### src/rtl/memory_controller_pkg.sv
// Shared types and default geometry for the main-memory controller, bank and cache.
package mem_pkg;

  localparam int MEMORY_DATA_WIDTH    = 256;
  localparam int MEMORY_ADDRESS_WIDTH = 2;
  localparam int MEMORY_LATENCY       = 5;

  typedef enum logic [1:0] {
    IDLE = 2'd0,
    BUSY = 2'd1,
    RESP = 2'd2
  } mem_state_t;

endpackage

### src/rtl/memory_controller_if.sv
// Cache-side request/response channel of the memory controller.
interface memory_controller_if #(
  parameter int DATA_WIDTH = mem_pkg::MEMORY_DATA_WIDTH,
  parameter int ADDR_WIDTH = mem_pkg::MEMORY_ADDRESS_WIDTH
) ();

  logic                  req_valid;
  logic                  req_ready;
  logic                  req_write;
  logic [ADDR_WIDTH-1:0] req_addr;
  logic [DATA_WIDTH-1:0] req_data;

  logic                  rsp_valid;
  logic                  rsp_ready;
  logic                  rsp_write;
  logic [DATA_WIDTH-1:0] rsp_data;

  modport master (
    output req_valid, req_write, req_addr, req_data, rsp_ready,
    input  req_ready, rsp_valid, rsp_write, rsp_data
  );

  modport slave (
    input  req_valid, req_write, req_addr, req_data, rsp_ready,
    output req_ready, rsp_valid, rsp_write, rsp_data
  );

endinterface

### src/rtl/memory_controller.sv
// Fixed-latency whole-line memory controller; one request in flight, drives a memory_bank.
//   state | meaning
//   IDLE  | ready for a request
//   BUSY  | request held on the bank ports while the latency counter runs down
//   RESP  | response presented until the requester takes it
module memory_controller
  import mem_pkg::*;
#(
  parameter int MEMORY_DATA_WIDTH    = mem_pkg::MEMORY_DATA_WIDTH,
  parameter int MEMORY_ADDRESS_WIDTH = mem_pkg::MEMORY_ADDRESS_WIDTH,
  parameter int MEMORY_LATENCY       = mem_pkg::MEMORY_LATENCY
) (
  input  logic                            clk,
  input  logic                            reset,
  memory_controller_if.slave              bus,
  output logic                            mem_write,
  output logic [MEMORY_ADDRESS_WIDTH-1:0] mem_addr_in,
  output logic [MEMORY_ADDRESS_WIDTH-1:0] mem_addr_out,
  output logic [MEMORY_DATA_WIDTH-1:0]    mem_data_in,
  input  logic [MEMORY_DATA_WIDTH-1:0]    mem_data_out
);

  localparam int CNT_W = $clog2(MEMORY_LATENCY) + 1;
  localparam logic [CNT_W-1:0] CNT_LOAD = CNT_W'(MEMORY_LATENCY - 1);

  mem_state_t                      state;
  logic [CNT_W-1:0]                cnt;
  logic                            cap_write;
  logic [MEMORY_ADDRESS_WIDTH-1:0] cap_addr;
  logic [MEMORY_DATA_WIDTH-1:0]    cap_data;
  logic                            rsp_write_q;
  logic [MEMORY_DATA_WIDTH-1:0]    rsp_data_q;
  logic                            busy;
  logic                            last_busy;

  always_ff @(posedge clk or negedge reset) begin
    if (!reset) begin
      state       <= IDLE;
      cnt         <= '0;
      cap_write   <= 1'b0;
      cap_addr    <= '0;
      cap_data    <= '0;
      rsp_write_q <= 1'b0;
      rsp_data_q  <= '0;
    end else begin
      case (state)
        IDLE: begin
          if (bus.req_valid) begin
            cap_write <= bus.req_write;
            cap_addr  <= bus.req_addr;
            cap_data  <= bus.req_data;
            cnt       <= CNT_LOAD;
            state     <= BUSY;
          end
        end
        BUSY: begin
          if (cnt == '0) begin
            // Read data is sampled here, after the address has been stable for the full latency.
            rsp_data_q  <= cap_write ? cap_data : mem_data_out;
            rsp_write_q <= cap_write;
            state       <= RESP;
          end else begin
            cnt <= cnt - CNT_W'(1);
          end
        end
        RESP: begin
          if (bus.rsp_ready) begin
            state <= IDLE;
          end
        end
        default: state <= IDLE;
      endcase
    end
  end

  assign busy      = (state == BUSY);
  assign last_busy = busy && (cnt == '0);

  // Gated by reset so the requester never sees ready while the block is held in reset.
  assign bus.req_ready = (state == IDLE) && reset;
  assign bus.rsp_valid = (state == RESP);
  assign bus.rsp_write = rsp_write_q;
  assign bus.rsp_data  = rsp_data_q;

  assign mem_write    = last_busy && cap_write;
  assign mem_addr_in  = busy ? cap_addr : '0;
  assign mem_addr_out = busy ? cap_addr : '0;
  assign mem_data_in  = busy ? cap_data : '0;

endmodule

### src/flat_wrapper.sv
// flat-port wrapper written by rule: the top's interface ports become plain ports
module memory_controller_flat import mem_pkg::*;
#(
  parameter int MEMORY_DATA_WIDTH    = mem_pkg::MEMORY_DATA_WIDTH,
  parameter int MEMORY_ADDRESS_WIDTH = mem_pkg::MEMORY_ADDRESS_WIDTH,
  parameter int MEMORY_LATENCY       = mem_pkg::MEMORY_LATENCY
)
  (clk, reset, mem_write, mem_addr_in, mem_addr_out, mem_data_in, mem_data_out, bus_req_valid, bus_req_write, bus_req_addr, bus_req_data, bus_rsp_ready, bus_req_ready, bus_rsp_valid, bus_rsp_write, bus_rsp_data);
  memory_controller_if #(.DATA_WIDTH((256)), .ADDR_WIDTH((2))) bus_i ();
  input  logic clk;
  input  logic reset;
  output logic mem_write;
  output logic [MEMORY_ADDRESS_WIDTH-1:0] mem_addr_in;
  output logic [MEMORY_ADDRESS_WIDTH-1:0] mem_addr_out;
  output logic [MEMORY_DATA_WIDTH-1:0] mem_data_in;
  input  logic [MEMORY_DATA_WIDTH-1:0] mem_data_out;
  input wire logic [$bits(bus_i.req_valid)-1:0] bus_req_valid;
  input wire logic [$bits(bus_i.req_write)-1:0] bus_req_write;
  input wire logic [$bits(bus_i.req_addr)-1:0] bus_req_addr;
  input wire logic [$bits(bus_i.req_data)-1:0] bus_req_data;
  input wire logic [$bits(bus_i.rsp_ready)-1:0] bus_rsp_ready;
  output wire logic [$bits(bus_i.req_ready)-1:0] bus_req_ready;
  output wire logic [$bits(bus_i.rsp_valid)-1:0] bus_rsp_valid;
  output wire logic [$bits(bus_i.rsp_write)-1:0] bus_rsp_write;
  output wire logic [$bits(bus_i.rsp_data)-1:0] bus_rsp_data;
  assign bus_i.req_valid = bus_req_valid;
  assign bus_i.req_write = bus_req_write;
  assign bus_i.req_addr = bus_req_addr;
  assign bus_i.req_data = bus_req_data;
  assign bus_i.rsp_ready = bus_rsp_ready;
  assign bus_req_ready = bus_i.req_ready;
  assign bus_rsp_valid = bus_i.rsp_valid;
  assign bus_rsp_write = bus_i.rsp_write;
  assign bus_rsp_data = bus_i.rsp_data;
  memory_controller #(.MEMORY_DATA_WIDTH(MEMORY_DATA_WIDTH), .MEMORY_ADDRESS_WIDTH(MEMORY_ADDRESS_WIDTH), .MEMORY_LATENCY(MEMORY_LATENCY)) u_core (.clk(clk), .reset(reset), .bus(bus_i), .mem_write(mem_write), .mem_addr_in(mem_addr_in), .mem_addr_out(mem_addr_out), .mem_data_in(mem_data_in), .mem_data_out(mem_data_out));
endmodule
### config.mk
export PLATFORM = sky130hd
export DESIGN_NAME = memory_controller_flat
export DESIGN_NICKNAME = d
export VERILOG_FILES = /design/src/rtl/memory_controller_pkg.sv /design/src/rtl/memory_controller_if.sv /design/src/rtl/memory_controller.sv /design/src/flat_wrapper.sv
export SDC_FILE = /design/constraint.sdc
export NUM_CORES = 1
export LEC_CHECK = 0
export CAP_MARGIN = 20
export CORE_AREA = 4 4 402 404
export DETAILED_ROUTE_END_ITERATION = 8
export DIE_AREA = 0 0 406 408
export PLACE_DENSITY_LB_ADDON = 0.08
export SYNTH_ARGS = -nofsm -noshare
export SYNTH_HDL_FRONTEND = slang
export SYNTH_SLANG_ARGS = --single-unit
### constraint.sdc
create_clock -name clk -period 3 [get_ports clk]
set_clock_uncertainty 0.1 [all_clocks]
set_input_delay 0.75 -clock clk [delete_from_list [all_inputs] [get_ports clk]]
set_output_delay 0.75 -clock clk [all_outputs]
set_load 0.005 [all_outputs]
# After elaboration in Yosys (flattened, before gate mapping)
# Index checks and enable logic that the tools add are counted.
[classes]
addsub = 1
eq_ne = 6
muxes = 10
reduce_logical = 10
[ops]
columns = ["op", "count"]
rows = [
  ["256-bit 2-to-1 mux", 2],
  ["2-bit 2-to-1 mux", 4],
  ["4-bit 2-to-1 mux", 2],
  ["2-bit != test (second input constant)", 4],
  ["4-bit case mux with 2 select lines", 1],
  ["2-bit case mux with 3 select lines", 1],
  ["3-bit AND reduction", 2],
  ["4-bit logical NOT", 1],
  ["2-bit AND reduction", 2],
  ["4-bit by 1-bit subtractor with 4-bit output (second input constant)", 1],
  ["1-bit logical AND", 3],
  ["2-bit by 1-bit equality test with 1-bit output (second input constant)", 1],
  ["2-bit equality test (second input constant)", 1],
  ["2-bit logical NOT", 1],
  ["2-bit nonzero test", 1],
]
[word_totals]
reg_bits = 522
in_bits = 519
out_inout_bits = 520
word_cells = 34

# Longest topological paths before layout
# Gate-level depths: netlist of the first run.
[depth]
word_depth = 3
mapped_depth = 7
mapped_depth_nobuf = 5

# Worst setup path after synthesis of the first run
# OpenSTA, ideal clock, no wires.
[synth_timing]
kind = "reg-to-output"
start = "register u_core.state[0]"
end = "output mem_addr_out[0]"
arrival_ns = 1.325
required_ns = 2.150
path_slack_ns = 0.825
path_stages_with_launch = 7
n_path_buf = 4
cell_sequence = "dfrtp_1 -> nor2b_1 -> buf_2 -> buf_4 -> buf_2 -> and2_1 -> buf_4"
[synth_via]
elab_chain_len = 2
[synth_rtl]
columns = ["item", "line_no", "text"]
rows = [
  ["from (decl)", "memory_controller.sv:26", "mem_state_t state;"],
  ["from (signal assigned)", "memory_controller.sv:38", "state <= IDLE;"],
  ["from (signal assigned)", "memory_controller.sv:53", "state <= BUSY;"],
  ["from (signal assigned)", "memory_controller.sv:61", "state <= RESP;"],
  ["2-bit by 1-bit equality test with 1-bit output", "memory_controller.sv:76", "assign busy = (state == BUSY);"],
  ["2-bit 2-to-1 mux", "n/a", ""],
  ["to (decl)", "flat_wrapper.sv:14", "output logic [MEMORY_ADDRESS_WIDTH-1:0] mem_addr_out;"],
]
# No other way between the ends.

# Final worst setup path of the first run
[layout_timing]
start = "register u_core.state[1]"
end = "output mem_data_in[125]"
[layout_via]
elab_chain_len = 2
[layout_rtl]
columns = ["item", "line_no", "text"]
rows = [
  ["2-bit by 1-bit equality test with 1-bit output", "memory_controller.sv:76", ""],
  ["256-bit 2-to-1 mux", "memory_controller.sv:88", "assign mem_data_in = busy ? cap_data : '0;"],
  ["to (decl)", "flat_wrapper.sv:15", "output logic [MEMORY_DATA_WIDTH-1:0] mem_data_in;"],
]
# No other way between the ends.

==> impl_metrics.tcl, run 1 <==
set metrics [dict create \
    finalNonFillerCells 5300 \
    dieHeight_um 408 \
    fin_tns_setup_ns -2.932 \
    async_reset_ff_share_pct 100.0 \
    fmax_ghz 0.3192 \
    dp_hpwl_mm 99.11 \
    insertion_delay_ns 0.65 \
    cts_buffers 73 \
    synth.net_count 2532 \
    setup_slack_ns -0.1327 \
    ys_seq_elements 522 \
    wl_per_cell_um 26.28 \
    fin_util_pct 26.95 \
    grt_pass1_vias 22920 \
    multi_input_area_sq_um 11000 \
    nets 3679 \
    worstPathRequired_ns 2.15 \
    grt_overflow_total 0 \
    start_util_pct 15.62 \
    gp_congestion 0.8094 \
    hold_viol_final 0 \
    synth_top_area_cell "dfrtp_1" \
    hp-class "input port to async pin" \
    ff2ff_path_depth 11 \
    violations "setup timing" \
    chipWidth_um 406 \
    syn_avg_cell_area_sq_um 12.26 \
    synth_compound_area_share_pct 10.62 \
    muxShareOfSynthArea_pct 25.31 \
    worstPathArrival_ns 2.28 \
    max-cap-violations 0 \
    synth-edff-count 0 \
    synthAdderAreaFrac_pct 0.1015 \
    core_sq_um 157800 \
    syn_to_final_growth_pct 72.60 \
    viasPerCell 3.940 \
    path_clk_slew_ns 0.05 \
    cp-end-kind "output port" \
    tightest_slew_ns 1.048 \
    synth_warnings 0 \
    syn_inst 2011 \
    h-tree-depth 3 \
    synth_cell_types 33 \
    drive_above_1_share_pct 28.84 \
    synth.area.top_cells "dfrtp_1 (53%), mux2_4 (12%), mux2i_1 (10%), o21ai_1 (10%), and2_1 (6.5%)" \
    rows 146 \
    peakVddDrop_v 0.0004660 \
    crit_path_start_kind "flip-flop" \
    ctsHoldBuffers 0 \
    wirelength_mm 139.3 \
    grt_setup_unrepaired "yes" \
    grt.total_usage_pct 15.88 \
    critPathMaxFanout 7 \
    drt_iter0_drc 863 \
    power_density_nw_per_um2 1272 \
    cts_tree "yes" \
    cts_buffer_depth 3 \
    dp_cells 5044 \
    io-pin-count 1039 \
    setup.worst_path.start "u_core.state[1]" \
    synthXorXnorAreaFrac_pct 0 \
    fin_crit_sh_pct 104.4 \
    dieArea_sq_um 165600 \
    ff_latch_area_sq_um 13070 \
    drc_errors 0 \
    num-fill-cells 16640 \
    vias 20880 \
    slew_viol_final 0 \
    r2r_setup_slack_ns 0.28 \
    status "finished with violations" \
    postRouteAntennaNets 0 \
    synth_top_family_by_area "multiplexers" \
    p_leak_nw 19.04 \
    antenna_found_initial 41 \
    ys.flop_type "dfrtp_1" \
    reg2reg_from "u_core.state[0]" \
    yosys.area_share.simple_pct 6.965 \
    io_buffers 1038 \
    setup_viol 57 \
    slew_headroom_pct 30.12 \
    dr.pass1.iters 7 \
    grt_pass1_wl_mm 187.8 \
    cts-root-buf "clkbuf_16" \
    synth-seq-area-share_pct 53.00 \
    path_class "flip-flop to output port" \
    min_period_ns 3.133 \
    grt_max_degree 147 \
    synthesis.area_sq_um 24650 \
    cts_sinks 522 \
    synth_top_cell_area_share_pct 53.00 \
]
[cells in the mapped netlist (all sizes together), types with 2 or more instances]
cell / instances
a21oi: 2
and2: 258
clkbuf: 29
mux2i: 256
dfrtp: 522
nand3: 2
nor3b: 3
nand2b: 2
inv: 4
buf: 144
ha: 2
o21ai: 513
nand2: 3
mux2: 260
[flip-flops by register name, summed over array words and instances (netlist names)]
name,cells
u_core.cap_data,256
u_core.cap_write,1
u_core.state,2
u_core.bus.rsp_data,256
u_core.cap_addr,2
u_core.cnt,4
u_core.bus.rsp_write,1
[cell type report]
type,instances,area share (%)
multi-input combinational,1312,25.85
tap,2072,6.094
antenna,17,0.1000
clock inverter,25,0.6589
sequential,522,30.72
timing repair buffer,1245,31.58
inverter,4,0.03530
clock buffer,103,4.962
[worst max-delay path: stages, from the launching register on]
cell             delay [ns]
dfrtp_1                0.40
nor2b_4                0.22
buf_12                 0.19
buf_16                 0.15
and2_1                 0.16
clkdlybuf4s50_1        0.51
[logic make-up after synthesis]
family / after synthesis
compound gates: 520
fa+ha+maj: 2
buf+inv: 177
flops: 522
mux: 516
simple gates: 274
[per-stage QoR]
| step | setup WS, ns | total power [mW] | hold WS (ns) | cell area [sq um] |
|---|---|---|---|---|
| after floorplan | 0.8253 | 24.59 | 0.3544 | 24650 |
| after global routing | -0.2519 | 57.46 | 0.1748 | 42520 |
| after CTS | -0.3399 | 52.20 | 0.1141 | 41200 |
| final | -0.1327 | 54.13 | 0.1317 | 42540 |
| after global placement | 0.2370 | 40.52 | 0.3751 | 37890 |
| after detailed placement | 0.1897 | 40.56 | 0.3738 | 37890 |
[final timing paths]
path | end
max in group asynchronous | u_core.cap_data[149]
setup / recovery | mem_data_in[125]
hold reg to reg | u_core.bus.rsp_write
setup reg to reg | u_core.bus.rsp_data[109]
min in group clk | u_core.bus.rsp_write
hold / removal | u_core.cnt[3]
[metal layers]
metal	GRT usage (%)	wire length (um)
met4	5.246	3868
met3	5.606	11030
met2	27.70	69410
met5	0	134
met1	17.96	54860
[placed cells by master, fill, tap and decap left out, types with 19 or more instances in the layout]
| master | n |
|---|---|
| dfrtp_1 | 521 |
| and2_4 | 147 |
| clkbuf_16 | 86 |
| o21ai_0 | 23 |
| mux2i_1 | 256 |
| mux2_4 | 199 |
| and2_1 | 111 |
| buf_8 | 19 |
| mux2_2 | 61 |
| buf_2 | 41 |
| buf_6 | 175 |
| clkdlybuf4s50_1 | 776 |
| buf_4 | 74 |
| buf_12 | 53 |
| dlymetal6s2s_1 | 71 |
| o21ai_1 | 490 |
[timing repair]
item	CTS	global route
setup buffers	42	55
pin swaps	8	6
gates cloned	13	15
resized for setup	659	567
setup endpoints to repair	262	247
endpoints found under the hold margin	0	0
[where the power goes]
part | leakage, nW | internal, mW | switching (mW)
logic | 11.6 | 18.1 | 13.5
clock network | 1.18 | 5.32 | 3.56
registers | 6.28 | 10.7 | 2.97
total | 19.0 | 34.1 | 20.1
Note: power is estimated with default switching activity, not from simulation.
==> run 2, diff against run 1 <==
CTS_BUF_LIST = sky130_fd_sc_hd__clkbuf_8   (was unset)
PLACE_DENSITY = 0.48   (was unset)
PLACE_DENSITY_LB_ADDON = unset   (was 0.08)
==> run 2 against run 1 <==
Effect of this change: the flow still finishes with violations (setup timing); via count is 1.7% higher; largest power group unchanged; final area is 1.1% higher; clock power is 13% lower; register-to-register slack better by 0.12 ns; die area stayed put.
==> impl_metrics.tcl, run 2 (synthesis results as in run 1) <==
set metrics [dict create \
    status "finished with violations" \
    violations "setup timing" \
    finalNonFillerCells 5414 \
    io_buffers 1038 \
    cts_buffers 104 \
    grt_max_degree 147 \
    chipWidth_um 406 \
    grt.total_usage_pct 15.48 \
    setup.worst_path.start "u_core.state[0]" \
    vias 21230 \
    p_total_mw 54.82 \
    critPathTopFamily "buffers and inverters" \
    cts_sinks 522 \
    dp_cells 5054 \
    min_period_ns 3.309 \
    cts_buffer_depth 3 \
    cts_tree "yes" \
    hold_viol_final 0 \
    final_area_sq_um 43020 \
    sw_frac_of_total_pct 36.80 \
    fmax_ghz 0.3022 \
    drive_above_1_share_pct 34.99 \
    place_worst_setup_slack_ns 0.2933 \
    hold_start "u_core.bus.rsp_data[145]" \
    num-fill-cells 16610 \
    antenna_found_initial 34 \
    fin_util_pct 27.25 \
    max-cap-violations 0 \
    cp-end-kind "output port" \
    drt_iter0_drc 1114 \
    final_cell_mix "clkdlybuf4s50_1 (773), dfrtp_1 (520), o21ai_1 (490)" \
    start_util_pct 15.62 \
    worstPathRequired_ns 2.15 \
    io-pin-count 1039 \
    setup_viol 244 \
    rows 146 \
    grt_pass1_vias 22770 \
    dieHeight_um 408 \
    grt_overflow_total 0 \
    max_stage_delay_ns 0.37 \
    dpl_cell_area_sq_um 37840 \
    grt_pass1_wl_mm 182.8 \
    path_cells "nor2b_4 > buf_12 > buf_16 > buf_6 > buf_12 > buf_12 > buf_16 > buf_6 > and2_4 > buf_6" \
    insertion_delay_ns 0.78 \
    gp_congestion 0.8503 \
    postRouteAntennaNets 0 \
    dp_hpwl_mm 96.39 \
    dr.pass1.iters 5 \
    p_comb_share_pct 60.4 \
    p_switching_mw 20.18 \
    hp-class "flip-flop to flip-flop" \
    path_clk_slew_ns 0.06 \
    p_int_mw 34.64 \
    slew_viol_final 0 \
    viasPerCell 3.921 \
    slowest_stage "dfrtp_1" \
    critPathMaxFanout 6 \
    grt_setup_unrepaired "yes" \
    layout_commonest_cell "clkdlybuf4s50_1" \
    wirelength_mm 132.6 \
    peakVddDrop_v 0.0005452 \
    path_class "flip-flop to output port" \
    nets 3755 \
    cts-root-buf "clkbuf_8" \
    crit_path_start_kind "flip-flop" \
    wl_per_cell_um 24.49 \
    tightest_slew_ns 1.052 \
    slew_headroom_pct 29.87 \
    worstPathArrival_ns 2.46 \
    fin_crit_sh_pct 110.3 \
    seqPwrFrac_pct 25.4 \
    reg2reg_from "u_core.state[0]" \
    power_frac_clock_pct 14.2 \
    core_sq_um 157800 \
    syn_to_final_growth_pct 74.53 \
    critical_path_buf_inv_count 8 \
    setup_slack_ns -0.3092 \
    drc_errors 0 \
    p_leak_nw 18.79 \
    h-tree-depth 3 \
    power_density_nw_per_um2 1274 \
    dieArea_sq_um 165600 \
]
[run 2: changes by cell type in the layout (fill, tap and decap cells not counted), moves of 24 or more]
cell / before / now
buf_6: 175 / 307
clkbuf_8: 15 / 130
clkbuf_16: 86 / 1
and2_1: 111 / 30
and2_4: 147 / 228
dlymetal6s2s_1: 71 / 0
inv_1: 4 / 47
buf_2: 41 / 17
[run 2: path summary, 6_finish.rpt]
kind,end,slack [ns],cells past startpoint
setup / recovery,mem_data_in[124],-0.31,10
hold / removal,u_core.bus.rsp_data[145],0.39,2
setup reg to reg,u_core.bus.rsp_data[151],0.40,11
hold reg to reg,u_core.bus.rsp_data[145],0.39,2
max in group asynchronous,u_core.bus.rsp_data[139],0.84,4
min in group asynchronous,u_core.cnt[1],0.53,3
[run 2: cell type report]
class                      instances  area, sq um  share of cell area [%]
timing repair buffer            1290        13870                   32.24
sequential                       522        13070                   30.38
multi-input combinational       1312        11220                   26.08
tap                             2072         2592                   6.027
clock buffer                     130         1789                   4.160
clock inverter                    63        411.6                  0.9570
antenna                           21        52.55                  0.1222
inverter                           4        15.01                 0.03491
[run 2: what timing repair did]
| item | in CTS | in global routing |
|---|---|---|
| gates resized for setup | 1376 | 320 |
| cloned | 25 | 1 |
| hold buffers | 1 | 0 |
| hold endpoints to repair | 129 | 0 |
| setup buffers | 116 | 41 |
| pin swaps | 34 | 4 |
| endpoints found under the setup margin | 263 | 261 |
[run 2: metrics by stage]
step / hold WS, ns / setup TNS (ns)
after CTS: 0.3130 / -83.37
after detailed placement: 0.3869 / 0
after global routing: 0.3398 / -77.58
after floorplan: 0.3544 / 0
final: 0.3948 / -32.39
after global placement: 0.3790 / 0
[run 2: worst register-to-register path: stages, from the launching register on]
cell and delay (ns):
dfrtp_1 0.37, nor2b_4 0.13, buf_12 0.13, buf_12 0.13, buf_6 0.11, buf_12 0.13
buf_8 0.14, buf_6 0.11, buf_4 0.15, nand2_4 0.27, buf_12 0.36, o21ai_1 0.32
[run 2: metal layers]
metal,share of wire (%),track usage (%)
met5,0.036,0
met4,2.6,4.836
met3,7.3,5.007
met2,51,27.26
met1,39,17.70
[run 2: power groups by stage]
stage	registers [mW]	clock network [mW]	logic, mW
2_1_floorplan	12.6	0	12.0
3_3_place_gp	13.9	0	25.9
3_5_place_dp	13.9	0	26.0
4_1_cts	13.9	8.10	32.1
5_1_grt	14.4	8.40	35.2
6_report	13.9	7.77	33.1
==> run 3, diff against run 2 <==
CORE_AREA = 8 8 395 397   (was 4 4 402 404)
DIE_AREA = 0 0 403 405   (was 0 0 406 408)
PLACE_DENSITY = 0.49   (was 0.48)
RECOVER_POWER = 25   (was unset)
==> run 3 against run 2 <==
Effect of this change: critical path depth decreased by 4; the flow finishes with violations (capacitance limit, slew limit, setup timing); register-to-register slack better by 0.07 ns; maximum frequency down 2.3%; final cell count decreased by 4.1%; clock-buffer cell count stayed put; via count decreased by 1.4%; first-iteration DRC count is 8.9% higher; utilization is essentially flat; critical endpoint is now mem_data_in[71]; largest cell class is now registers; combinational power is 15% lower.
==> impl_metrics.tcl, run 3 (synthesis results as in run 1) <==
set metrics [dict create \
    insertion_delay_ns 0.76 \
    drt_iter0_drc 1213 \
    final_cell_mix "clkdlybuf4s50_1 (875), dfrtp_1 (520), o21ai_1 (490)" \
    fin_crit_sh_pct 112.9 \
    cts_sinks 522 \
    vias 20940 \
    hold-worst-slack_ns 0.3943 \
    grt_max_degree 146 \
    setup_viol 332 \
    p_switching_mw 19.13 \
    dp_hpwl_mm 102.9 \
    io-pin-count 1039 \
    viasPerCell 4.035 \
    nets 3666 \
    p_leak_nw 17.65 \
    hold_start "u_core.bus.rsp_data[209]" \
    dr.pass1.iters 5 \
    slew_headroom_pct -19.72 \
    worstPathRequired_ns 2.15 \
    min_period_ns 3.386 \
    io_buffers 1038 \
    peakVddDrop_v 0.0005337 \
    dieHeight_um 405 \
    seqPwrFrac_pct 28.1 \
    ff2ff_path_depth 6 \
    postRouteAntennaNets 0 \
    power_frac_clock_pct 15.1 \
    crit_path_start_kind "flip-flop" \
    tightest_slew_ns 1.796 \
    drc_errors 0 \
    grt.total_usage_pct 15.69 \
    cts_buffer_depth 3 \
    worstHoldPathCells 2 \
    critPathMaxFanout 9 \
    ff_latch_area_sq_um 13070 \
    reg2reg_from "u_core.cnt[0]" \
    cp-end-kind "output port" \
    start_util_pct 16.51 \
    grt_setup_unrepaired "yes" \
    h-tree-depth 3 \
    cts_buffers 104 \
    status "finished with violations" \
    layout_commonest_cell "clkdlybuf4s50_1" \
    fin_util_pct 27.29 \
    num-fill-cells 15860 \
    hp-class "flip-flop to flip-flop" \
    gp_congestion 0.8542 \
    multi_input_area_sq_um 10780 \
    wl_per_cell_um 26.27 \
    power_density_nw_per_um2 1221 \
    cts-root-buf "clkbuf_8" \
    reg2reg_to "u_core.bus.rsp_data[81]" \
    max_stage_delay_ns 0.52 \
    grt_overflow_total 0 \
    slowest_stage "clkdlybuf4s50_1" \
    grt_pass1_vias 22430 \
    core_sq_um 149200 \
    path_class "flip-flop to output port" \
    path_clk_slew_ns 0.06 \
    sw_frac_of_total_pct 38.48 \
    max-cap-violations 1 \
    r2r_setup_slack_ns 0.47 \
    drive_above_1_share_pct 23.69 \
    setup_slack_ns -0.3859 \
    fmax_ghz 0.2953 \
    antenna_found_initial 30 \
    cts_tree "yes" \
    chipWidth_um 403 \
    wirelength_mm 136.3 \
    hold_viol_final 0 \
    cp_common_cell "buf_16" \
    violations "capacitance limit, slew limit, setup timing" \
    rows 142 \
    slew_viol_final 72 \
    p_int_mw 30.59 \
    worstPathArrival_ns 2.54 \
    syn_to_final_growth_pct 65.25 \
    dieArea_sq_um 163200 \
    grt_pass1_wl_mm 184.4 \
    p_comb_share_pct 56.8 \
    path_cells "nor2b_4 > buf_12 > buf_16 > buf_16 > and2_1 > clkdlybuf4s50_1" \
    hold_path_end "u_core.bus.rsp_data[209]" \
    dp_cells 4932 \
    finalNonFillerCells 5190 \
]
[run 3: cell count changes in the layout (fill, tap and decap cells not counted), moves of 16 or more]
cell and change:
dlymetal6s2s_1 +16, clkdlybuf4s50_1 +102, and2_1 +165, clkbuf_2 +22, and2_4 -165, buf_6 -235
[run 3: critical path: cells and delay by family (launching register included)]
kind          cells  cell delay, ns
buf+inv           4            1.00
simple gates      2            0.28
flops             1            0.43
[run 3: timing repair]
action                                 in CTS  in global routing
setup endpoints to repair                 263                263
hold buffers                                1                  0
setup buffers                              20                 17
gates cloned                                7                  9
resized for setup                         273                347
pin swaps                                   2                  1
endpoints found under the hold margin     143                  0
[run 3: power by group through the flow]
stage / Clock (mW) / Sequential, mW / Combinational [mW]
after floorplan: 0 / 12.6 / 12.0
after global placement: 0 / 14.0 / 26.2
after detailed placement: 0 / 14.0 / 26.3
after CTS: 7.87 / 14.0 / 27.3
after global routing: 8.13 / 14.4 / 30.2
final: 7.53 / 14.0 / 28.2
[run 3: worst max path at each step]
stage,slack (ns),start,cells past startpoint,end
floorplan,0.83,u_core.state[0],6,mem_addr_out[0]
global route,-0.56,u_core.state[1],6,mem_data_in[220]
global placement,0.18,u_core.state[1],5,mem_data_in[39]
detailed placement,0.16,u_core.state[1],5,mem_data_in[43]
finish,-0.39,u_core.state[1],6,mem_data_in[71]
CTS,-0.58,u_core.state[1],6,mem_data_in[171]
[run 3: through the flow]
| step | cell area, sq um | power [mW] | worst slack [ns] | TNS (ns) |
|---|---|---|---|---|
| after floorplan | 24650 | 24.59 | 0.8253 | 0 |
| after global placement | 37720 | 40.13 | 0.1767 | 0 |
| after detailed placement | 37720 | 40.35 | 0.1612 | 0 |
| after CTS | 40300 | 49.18 | -0.5757 | -111.22 |
| after global routing | 40720 | 52.70 | -0.5557 | -157.00 |
| final | 40730 | 49.72 | -0.3859 | -69.62 |
[run 3: cell type report]
class / instances / share of cell area [%]
clock buffer: 130 / 4.393
antenna: 17 / 0.1045
inverter: 4 / 0.03687
multi-input combinational: 1312 / 26.47
timing repair buffer: 1201 / 30.14
clock inverter: 60 / 0.7957
tap: 1944 / 5.972
sequential: 522 / 32.09
[run 3: per-layer routing]
| layer | global-route usage [%] | share of wire, % |
|---|---|---|
| met4 | 4.017 | 2.7 |
| met5 | 0 | 0.026 |
| met2 | 27.56 | 50 |
| met3 | 5.533 | 8.0 |
| met1 | 18.18 | 39 |
